## src/rtl/cnu_min_sched_if.sv

```systemverilog
// Handshake and result bundle for the min-sum check-node scheduler.
// The master side feeds rows and consumes results; the slave side is the scheduler.
interface cnu_min_sched_if #(
    parameter int DATA_W = 8,
    parameter int IDX_W  = 8
);
    logic              start;
    logic [IDX_W-1:0]  deg;
    logic              in_valid;
    logic              in_ready;
    logic [DATA_W-1:0] in_mag;
    logic              in_sign;
    logic              out_valid;
    logic              out_ready;
    logic [DATA_W-1:0] min1;
    logic [DATA_W-1:0] min2;
    logic [IDX_W-1:0]  idx1;
    logic              sign_prod;
    logic              busy;

    modport master (
        output start, deg, in_valid, in_mag, in_sign, out_ready,
        input  in_ready, out_valid, min1, min2, idx1, sign_prod, busy
    );

    modport slave (
        input  start, deg, in_valid, in_mag, in_sign, out_ready,
        output in_ready, out_valid, min1, min2, idx1, sign_prod, busy
    );
endinterface

```

## src/rtl/cnu_min_sched.sv

```systemverilog
// Sequential min-sum check-node scheduler: tracks min1/min2/idx1/sign over a row.
// Optional macro CNU_OFFSET_EN presents offset-min-sum magnitudes (saturating at 0).
module cnu_min_sched #(
    parameter int DATA_W = 8,
    parameter int IDX_W  = 8,
    parameter int OFFSET = 1
) (
    input  logic            clk,
    input  logic            rst,
    cnu_min_sched_if.slave  bus
);

    typedef enum logic [1:0] {
        IDLE = 2'b00,
        ACC  = 2'b01,
        DONE = 2'b10
    } state_t;

    localparam logic [DATA_W-1:0] MAG_MAX  = {DATA_W{1'b1}};
    localparam logic [IDX_W-1:0]  IDX_ZERO = {IDX_W{1'b0}};
    localparam logic [IDX_W-1:0]  IDX_ONE  = {{(IDX_W-1){1'b0}}, 1'b1};

    state_t            state_r;
    state_t            state_nxt_s;
    logic [IDX_W-1:0]  deg_r;
    logic [IDX_W-1:0]  count_r;
    logic [IDX_W-1:0]  idx1_r;
    logic [DATA_W-1:0] m1_r;
    logic [DATA_W-1:0] m2_r;
    logic              sign_r;
    logic              in_ready_r;
    logic              out_valid_r;
    logic              busy_r;
    logic              start_ok_s;
    logic              accept_s;
    logic              last_s;

    // Next-state decode plus row-start / message-accept strobes.
    always_comb begin
        state_nxt_s = state_r;
        start_ok_s  = 1'b0;
        accept_s    = 1'b0;
        last_s      = 1'b0;
        case (state_r)
            IDLE: begin
                if (bus.start && (bus.deg != IDX_ZERO)) begin
                    start_ok_s  = 1'b1;
                    state_nxt_s = ACC;
                end else begin
                    state_nxt_s = IDLE;
                end
            end
            ACC: begin
                accept_s = bus.in_valid;
                last_s   = bus.in_valid && (count_r == (deg_r - IDX_ONE));
                if (last_s) begin
                    state_nxt_s = DONE;
                end else begin
                    state_nxt_s = ACC;
                end
            end
            DONE: begin
                if (bus.out_ready) begin
                    state_nxt_s = IDLE;
                end else begin
                    state_nxt_s = DONE;
                end
            end
            default: begin
                state_nxt_s = IDLE;
            end
        endcase
    end

    // State, handshake flags and the running min/sign accumulators.
    always_ff @(posedge clk) begin
        if (rst) begin
            state_r     <= IDLE;
            deg_r       <= IDX_ZERO;
            count_r     <= IDX_ZERO;
            idx1_r      <= IDX_ZERO;
            m1_r        <= MAG_MAX;
            m2_r        <= MAG_MAX;
            sign_r      <= 1'b0;
            in_ready_r  <= 1'b0;
            out_valid_r <= 1'b0;
            busy_r      <= 1'b0;
        end else begin
            state_r     <= state_nxt_s;
            in_ready_r  <= (state_nxt_s == ACC);
            out_valid_r <= (state_nxt_s == DONE);
            busy_r      <= (state_nxt_s != IDLE);
            if (start_ok_s) begin
                deg_r   <= bus.deg;
                count_r <= IDX_ZERO;
                idx1_r  <= IDX_ZERO;
                m1_r    <= MAG_MAX;
                m2_r    <= MAG_MAX;
                sign_r  <= 1'b0;
            end else if (accept_s) begin
                count_r <= count_r + IDX_ONE;
                sign_r  <= sign_r ^ bus.in_sign;
                // Strict compares keep the earliest position on ties.
                if (bus.in_mag < m1_r) begin
                    m2_r   <= m1_r;
                    m1_r   <= bus.in_mag;
                    idx1_r <= count_r;
                end else if (bus.in_mag < m2_r) begin
                    m2_r <= bus.in_mag;
                end
            end
        end
    end

    assign bus.in_ready  = in_ready_r;
    assign bus.out_valid = out_valid_r;
    assign bus.busy      = busy_r;
    assign bus.idx1      = idx1_r;
    assign bus.sign_prod = sign_r;

`ifdef CNU_OFFSET_EN
    function automatic logic [DATA_W-1:0] sat_offset(input logic [DATA_W-1:0] mag);
        logic [31:0] mag_w;
        logic [31:0] off_w;
        mag_w = 32'(mag);
        off_w = 32'(OFFSET);
        if (mag_w > off_w) begin
            sat_offset = DATA_W'(mag_w - off_w);
        end else begin
            sat_offset = {DATA_W{1'b0}};
        end
    endfunction

    assign bus.min1 = sat_offset(m1_r);
    assign bus.min2 = sat_offset(m2_r);
`else
    logic [31:0] unused_offset_s;
    assign unused_offset_s = 32'(OFFSET);
    assign bus.min1 = m1_r;
    assign bus.min2 = m2_r;
`endif

endmodule

```

## src/flat_wrapper.sv

```systemverilog
// flat-port wrapper written by rule: the top's interface ports become plain ports
module cnu_min_sched_flat 
#(
    parameter int DATA_W = 8,
    parameter int IDX_W  = 8,
    parameter int OFFSET = 1
)
  (clk, rst, bus_start, bus_deg, bus_in_valid, bus_in_mag, bus_in_sign, bus_out_ready, bus_in_ready, bus_out_valid, bus_min1, bus_min2, bus_idx1, bus_sign_prod, bus_busy);
  cnu_min_sched_if #(.DATA_W(DATA_W), .IDX_W(IDX_W)) bus_i ();
  input  logic clk;
  input  logic rst;
  input wire logic [$bits(bus_i.start)-1:0] bus_start;
  input wire logic [$bits(bus_i.deg)-1:0] bus_deg;
  input wire logic [$bits(bus_i.in_valid)-1:0] bus_in_valid;
  input wire logic [$bits(bus_i.in_mag)-1:0] bus_in_mag;
  input wire logic [$bits(bus_i.in_sign)-1:0] bus_in_sign;
  input wire logic [$bits(bus_i.out_ready)-1:0] bus_out_ready;
  output wire logic [$bits(bus_i.in_ready)-1:0] bus_in_ready;
  output wire logic [$bits(bus_i.out_valid)-1:0] bus_out_valid;
  output wire logic [$bits(bus_i.min1)-1:0] bus_min1;
  output wire logic [$bits(bus_i.min2)-1:0] bus_min2;
  output wire logic [$bits(bus_i.idx1)-1:0] bus_idx1;
  output wire logic [$bits(bus_i.sign_prod)-1:0] bus_sign_prod;
  output wire logic [$bits(bus_i.busy)-1:0] bus_busy;
  assign bus_i.start = bus_start;
  assign bus_i.deg = bus_deg;
  assign bus_i.in_valid = bus_in_valid;
  assign bus_i.in_mag = bus_in_mag;
  assign bus_i.in_sign = bus_in_sign;
  assign bus_i.out_ready = bus_out_ready;
  assign bus_in_ready = bus_i.in_ready;
  assign bus_out_valid = bus_i.out_valid;
  assign bus_min1 = bus_i.min1;
  assign bus_min2 = bus_i.min2;
  assign bus_idx1 = bus_i.idx1;
  assign bus_sign_prod = bus_i.sign_prod;
  assign bus_busy = bus_i.busy;
  cnu_min_sched #(.DATA_W(DATA_W), .IDX_W(IDX_W), .OFFSET(OFFSET)) u_core (.clk(clk), .rst(rst), .bus(bus_i));
endmodule
```

## config.mk

```make
export PLATFORM = sky130hd
export DESIGN_NAME = cnu_min_sched_flat
export DESIGN_NICKNAME = d
export VERILOG_FILES = /design/src/rtl/cnu_min_sched_if.sv /design/src/rtl/cnu_min_sched.sv /design/src/flat_wrapper.sv
export SDC_FILE = /design/constraint.sdc
export NUM_CORES = 1
export LEC_CHECK = 0
export BUFFER_PORTS_ARGS = -buffer_cell sky130_fd_sc_hd__clkbuf_2
export CAP_MARGIN = 15
export CELL_PAD_IN_SITES_DETAIL_PLACEMENT = 0
export CELL_PAD_IN_SITES_GLOBAL_PLACEMENT = 1
export CORE_UTILIZATION = 30
export CTS_CLUSTER_DIAMETER = 50
export CTS_CLUSTER_SIZE = 10
export DETAILED_ROUTE_END_ITERATION = 10
export GPL_TIMING_DRIVEN = 0
export PLACE_DENSITY = 0.7
export SKIP_LAST_GASP = 1
export SLEW_MARGIN = 20
export SYNTH_ARGS = -nofsm -noshare
export SYNTH_HDL_FRONTEND = slang
export SYNTH_SLANG_ARGS = --single-unit
```

## constraint.sdc

```tcl
create_clock -name clk -period 2.6 [get_ports clk]
set_clock_uncertainty 0.15 [all_clocks]
set_input_delay 0.26 -clock clk [delete_from_list [all_inputs] [get_ports clk]]
set_output_delay 0.26 -clock clk [all_outputs]
set_load 0.05 [all_outputs]
```

==> results of run 1 <==
-- flip-flops by register name, indices dropped and copies added, names as in the netlist --
| signal | count |
|---|---|
| u_core.bus.min2 | 8 |
| u_core.bus.min1 | 8 |
| u_core.bus.in_ready | 1 |
| u_core.bus.idx1 | 8 |
| u_core.bus.busy | 1 |
| u_core.state_r | 2 |
| u_core.bus.sign_prod | 1 |
| u_core.count_r | 8 |
| u_core.deg_r | 8 |
| u_core.bus.out_valid | 1 |
-- critical path, stage by stage (launching register included) --
cell	delay [ps]
dfxtp_1	380
inv_1	60
ha_1	280
or3_1	340
a21oi_1	290
o31ai_1	150
buf_6	170
buf_6	170
mux2i_1	160
nand2_1	60
-- Yosys cell counts (all sizes together) (2+ instances only) --
master,instances
and3,3
o21a,2
ha,16
a41oi,2
nor2,31
xor2,11
or4,2
mux2i,30
a211oi,4
clkbuf,7
nand3,4
or3,2
a2bb2oi,8
a21o,2
nand2,15
o31ai,3
nand2b,5
xnor2,6
o22ai,4
a21oi,11
o21ai,2
dfxtp,46
buf,5
inv,19
or2,2
nor4,3
nor3,3
nand4,4
-- metal layers --
| metal | GRT usage (%) | vias up |
|---|---|---|
| li1 | - | 1033 |
| met1 | 18.3 | 903 |
| met2 | 22.0 | 37 |
| met3 | 2.79 | 6 |
| met4 | 4.69 | 0 |
| met5 | 0 | - |
-- power breakdown --
| part | internal [mW] | switching (mW) | total [mW] |
|---|---|---|---|
| clock network | 0.308 | 0.246 | 0.554 |
| registers | 0.725 | 0.0251 | 0.750 |
| logic | 0.111 | 0.161 | 0.272 |
| total | 1.14 | 0.431 | 1.58 |
-- cells by family after synthesis --
logic type | Yosys count | share of synthesized area [%]
multiplexers | 30 | 12.3
AO/OA/AOI/OAI | 45 | 14.8
flip-flops | 46 | 37.6
AND/OR/NAND/NOR | 77 | 15.6
XOR/XNOR | 17 | 6.08
buffers and inverters | 31 | 5.52
adder cells (fa/ha/maj) | 16 | 8.18
-- worst paths after layout --
check,startpoint,endpoint,slack [ps],cells after the start
setup / recovery,u_core.bus.min1[2]$_SDFFE_PP1P_,u_core.bus.min1[2]$_SDFFE_PP1P_,260,9
setup reg to reg,u_core.bus.min1[2]$_SDFFE_PP1P_,u_core.bus.min1[2]$_SDFFE_PP1P_,260,9
hold / removal,bus_deg[2],u_core.deg_r[2]$_SDFFE_PP0P_,60,3
hold reg to reg,u_core.bus.idx1[3]$_SDFFE_PP0P_,u_core.bus.idx1[3]$_SDFFE_PP0P_,360,2
-- metrics by stage --
| step | total power [mW] | util, % | hold slack [ps] | instances |
|---|---|---|---|---|
| after floorplan | 0.967 | - | 235 | 262 |
| after global placement | 1.04 | 36.1 | 332 | 412 |
| after detailed placement | 1.04 | 36.1 | 340 | 412 |
| after CTS | 1.60 | 37.5 | 50.2 | 419 |
| after global routing | 1.66 | 37.5 | 75.7 | 419 |
| final | 1.58 | 37.5 | 59.2 | 419 |
-- cell type report --
| class | count | area (um2) | area share [%] |
|---|---|---|---|
| Inverter | 19 | 71.3 | 2.43 |
| Multi-Input combinational cell | 185 | 1390 | 47.5 |
| Clock buffer | 6 | 82.6 | 2.82 |
| Clock inverter | 1 | 30.0 | 1.03 |
| Tap cell | 102 | 128 | 4.36 |
| Sequential cell | 46 | 921 | 31.4 |
| Buffer | 12 | 63.8 | 2.18 |
| Timing Repair Buffer | 48 | 240 | 8.20 |
==> reports/metrics.cfg, run 1 <==
[drt]
routed_wl_um = 5420
met1_length_um = 2680
dr_wl_met3_um = 179
num_vias = 1979
dr.first_iter.drc_count = 66
dr_wl_met2_um = 2480
route.detailed.drc = 0
drt-pass1-iter-count = 4
ant_nets = 0
routedWlPerCell_um = 12.9
top_layer_used = met4
viasPerCell = 4.72

[timing]
fin_crit_sh_pct = 90.2
worstMarginPinSlew_ps = 821
slew_violations = 0
setup_slack_ps = 255
setup_viol = 0
tns_ps = 0
hold_viol_final = 0
grt_setup_unrepaired = false
timing.max_slew.rel_slack_pct = 45.1
min_period_ps = 2340
timing.fmax_mhz = 426

[global_route]
grt_max_degree = 14
grt_antenna_before_repair = 0
first_global_vias = 1883
grt-ovfl-total = 0
grt_usage_pct = 13.7
grt_pass1_wl_um = 9120

[placed_design]
pre_cts_slack_ps = 59.2
gp_congestion = 0.723
dp_hpwl_um = 4150
port-buffer-count = 48
place_area_um2 = 2820

[clocking]
insertion_delay_ps = 300
ctsResizeCount = 0
cts_hold_buf = 0
postCtsSetupBuffers = 0
htree_levels = 2
cts_buffer_depth = 2
numCtsBuffers = 5
path_clk_slew_ps = 90
cts_sinks = 46
cts_tree = yes
cts-root-buf = clkbuf_8

[floorplan]
die_width_um = 92.3
io_pins = 50
rows = 32
chipHeight_um = 92.3
start_util_pct = 31.4
die-area_um2 = 8530
coreArea_um2 = 7810

[critical_path]
critPathRequiredTime_ps = 2620
crit_type = flip-flop to flip-flop
critPathArrivalTime_ps = 2360
start_kind = flip-flop
path_max_fanout = 10
endpoint_kind = flip-flop

[layout]
fin_area_um2 = 2930
insertedDiodeCount = 0
layout_commonest_cell = clkbuf_2
final_cell_mix = clkbuf_2 (48), dfxtp_1 (46), nor2_1 (31)
fillCellCount = 837
fin_nets = 355
area_growth_pct = 19.6
drive_gt1_share_pct = 21.8

[synth]
synthCells = 262
syn-num-nets = 300
synth_cell_types = 45
yosysSeqAreaShare_pct = 37.6
synth.area.top_cells = dfxtp_1 (38%), mux2i_1 (12%), ha_1 (8.2%)
synth_edf_count = 0
synthArstFlopShare_pct = 0
yosysWarnings = 0
synth-seq-cells = 46
synth.largest_area_cell = dfxtp_1
synth_top_cell_area_share_pct = 37.6
syn_area_per_cell_um2 = 9.35
ys.flop_type = dfxtp_1
syn_area_um2 = 2450

[pwr]
pwr_density_cell_nw_per_um2 = 538
peakVddDrop_uv = 211
p_leak_nw = 1.44

[worst_hold_path]
hold_class = primary input to flip-flop

[flow_run]
cap_violations = 0

[run_status]
run_status = finished clean

(Power assumes the default switching activity.)
==> run 2: changes to the inputs <==
Settings changed: CELL_PAD_IN_SITES_DETAIL_PLACEMENT 0 to unset, CELL_PAD_IN_SITES_GLOBAL_PLACEMENT 1 to unset, PLACE_DENSITY 0.7 to 0.58.
==> reports/metrics.cfg, run 2 (synthesis gave the netlist of run 1 again) <==
[layout]
insertedDiodeCount = 0  ; unchanged
layout_commonest_cell = clkbuf_2
area_growth_pct = 18.5
fillCellCount = 824  ; -1.6%
fin_area_um2 = 2900  ; -0.90%
drive_gt1_share_pct = 21.7  ; -0.068 points
final_cell_mix = clkbuf_2 (48), dfxtp_1 (46), nor2_1 (31)
instances_no_fill = 420  ; +0.24%
fin_nets = 355  ; unchanged

[timing]
min_period_ps = 2330  ; -19.0 ps
fin_crit_sh_pct = 89.5  ; -0.73 points
grt_setup_unrepaired = false
hold_viol_final = 0  ; unchanged
setup_viol = 0  ; unchanged
timing.fmax_mhz = 430  ; +0.82%
worstMarginPinSlew_ps = 779  ; -41.9 ps
slew_violations = 0  ; unchanged
tns_ps = 0  ; unchanged
timing.max_slew.rel_slack_pct = 47.9  ; +2.8 points

[global_route]
grt-ovfl-total = 0  ; unchanged
grt_max_degree = 15  ; +1
first_global_vias = 1884  ; +0.053%
grt_antenna_before_repair = 0  ; unchanged
grt_pass1_wl_um = 8940  ; -2.0%
grt_usage_pct = 13.3  ; -0.44 points

[placed_design]
place_area_um2 = 2820  ; unchanged
gp_congestion = 0.831  ; +15%
port-buffer-count = 48  ; unchanged
dp.cells = 412  ; unchanged
dp_hpwl_um = 4030  ; -3.0%

[critical_path]
critPathArrivalTime_ps = 2350  ; about the same
path_max_fanout = 8  ; -2
crit_type = flip-flop to flip-flop
rrSetupSlack_ps = 270  ; +20 ps
start_kind = flip-flop
endpoint_kind = flip-flop
cp_slowest_cell = dfxtp_1
reg2reg_to = u_core.bus.in_ready$_SDFF_PP0_
critPathRequiredTime_ps = 2630  ; about the same
slowest_delay_ps = 460  ; +80 ps
reg2reg_depth = 8  ; -1
path_cells = inv_1 -> ha_1 -> clkbuf_1 -> o21ba_2 -> a221oi_1 -> a41oi_1 -> a211oi_1 -> o22ai_1
rr_startpoint = u_core.deg_r[0]$_SDFFE_PP0P_

[drt]
routed_wl_um = 5210  ; -3.8%
ant_nets = 0  ; unchanged
viasPerCell = 4.73  ; +0.22%
dr.first_iter.drc_count = 50  ; -24%
drt-pass1-iter-count = 4  ; unchanged
route.detailed.drc = 0  ; unchanged
routedWlPerCell_um = 12.4  ; -4.0%
top_layer_used = met4
dr_wl_met3_um = 211  ; +18%
met1_length_um = 2620  ; -2.1%
num_vias = 1988  ; +0.45%
dr_wl_met2_um = 2320  ; -6.5%

[floorplan]
io_pins = 50  ; unchanged
die_width_um = 92.3  ; unchanged
rows = 32  ; unchanged
start_util_pct = 31.4  ; unchanged
coreArea_um2 = 7810  ; unchanged
die-area_um2 = 8530  ; unchanged
chipHeight_um = 92.3  ; unchanged

[run_status]
run_status = finished clean

[flow_run]
cap_violations = 0  ; unchanged

[clocking]
cts-root-buf = clkbuf_8
ctsResizeCount = 0  ; unchanged
numCtsBuffers = 5  ; unchanged
path_clk_slew_ps = 90  ; about the same
cts_hold_buf = 0  ; unchanged
insertion_delay_ps = 300  ; about the same
cts_tree = yes
postCtsSetupBuffers = 0  ; unchanged
htree_levels = 2  ; unchanged
cts_sinks = 46  ; unchanged
cts_buffer_depth = 2  ; unchanged

[worst_hold_path]
hold_class = primary input to flip-flop
worstHoldPathCells = 3  ; unchanged
hp-start = bus_deg[3]
whs_endpoint = u_core.deg_r[3]$_SDFFE_PP0P_

[pwr]
peakVddDrop_uv = 236  ; +12%
pwr_density_cell_nw_per_um2 = 506  ; -5.9%
p_leak_nw = 1.43  ; -0.84%

run 2: final cells by class:
| class | instances | area (um2) | area share (%) |
|---|---|---|---|
| buffer | 12 | 63.8 | 2.20 |
| clock buffer | 6 | 72.6 | 2.50 |
| clock inverter | 2 | 13.8 | 0.474 |
| inverter | 19 | 71.3 | 2.46 |
| multi-input combinational | 185 | 1390 | 48.0 |
| sequential | 46 | 921 | 31.7 |
| tap | 102 | 128 | 4.40 |
| timing repair buffer | 48 | 240 | 8.28 |
run 2: worst max path at each step:
| stage | to | startpoint |
|---|---|---|
| after global routing | u_core.bus.in_ready$_SDFF_PP0_ | u_core.deg_r[0]$_SDFFE_PP0P_ |
| after global placement | u_core.bus.min2[0]$_SDFFE_PP1P_ | bus_deg[0] |
| final | u_core.bus.in_ready$_SDFF_PP0_ | u_core.deg_r[0]$_SDFFE_PP0P_ |
| after floorplan | u_core.bus.min1[0]$_SDFFE_PP1P_ | u_core.bus.min1[4]$_SDFFE_PP1P_ |
| after detailed placement | u_core.bus.min2[2]$_SDFFE_PP1P_ | bus_deg[0] |
| after CTS | u_core.bus.min1[2]$_SDFFE_PP1P_ | u_core.bus.min1[4]$_SDFFE_PP1P_ |
run 2: routing by layer:
| layer | vias up | GRT usage [%] |
|---|---|---|
| met2 | 41 | 21.3 |
| met4 | 0 | 4.69 |
| met5 | - | 0 |
| li1 | 1037 | - |
| met3 | 5 | 2.79 |
| met1 | 905 | 17.6 |
run 2: report_power, final:
part           switching (mW)  internal (mW)  total [mW]
Clock                   0.257          0.190       0.447
Sequential             0.0248          0.725       0.750
Combinational           0.161          0.111       0.272
run 2: per-stage QoR:
step / hold WS (ps) / power, mW / utilization [%] / worst slack, ps
after global routing: 72.7 / 1.54 / 37.2 / 74.4
after global placement: 326 / 1.04 / 36.1 / 139
after detailed placement: 341 / 1.04 / 36.1 / 130
final: 51.2 / 1.47 / 37.2 / 274
after floorplan: 235 / 0.967 / - / 78.4
after CTS: 47.0 / 1.49 / 37.2 / 261
run 2: worst max-delay path, delay by kind of cell, from the launching register on:
family | cells | cell delay [ps]
AOI/OAI and AO/OA | 5 | 1090
adders and majority gates | 1 | 200
DFF | 1 | 460
buffers and inverters | 2 | 300
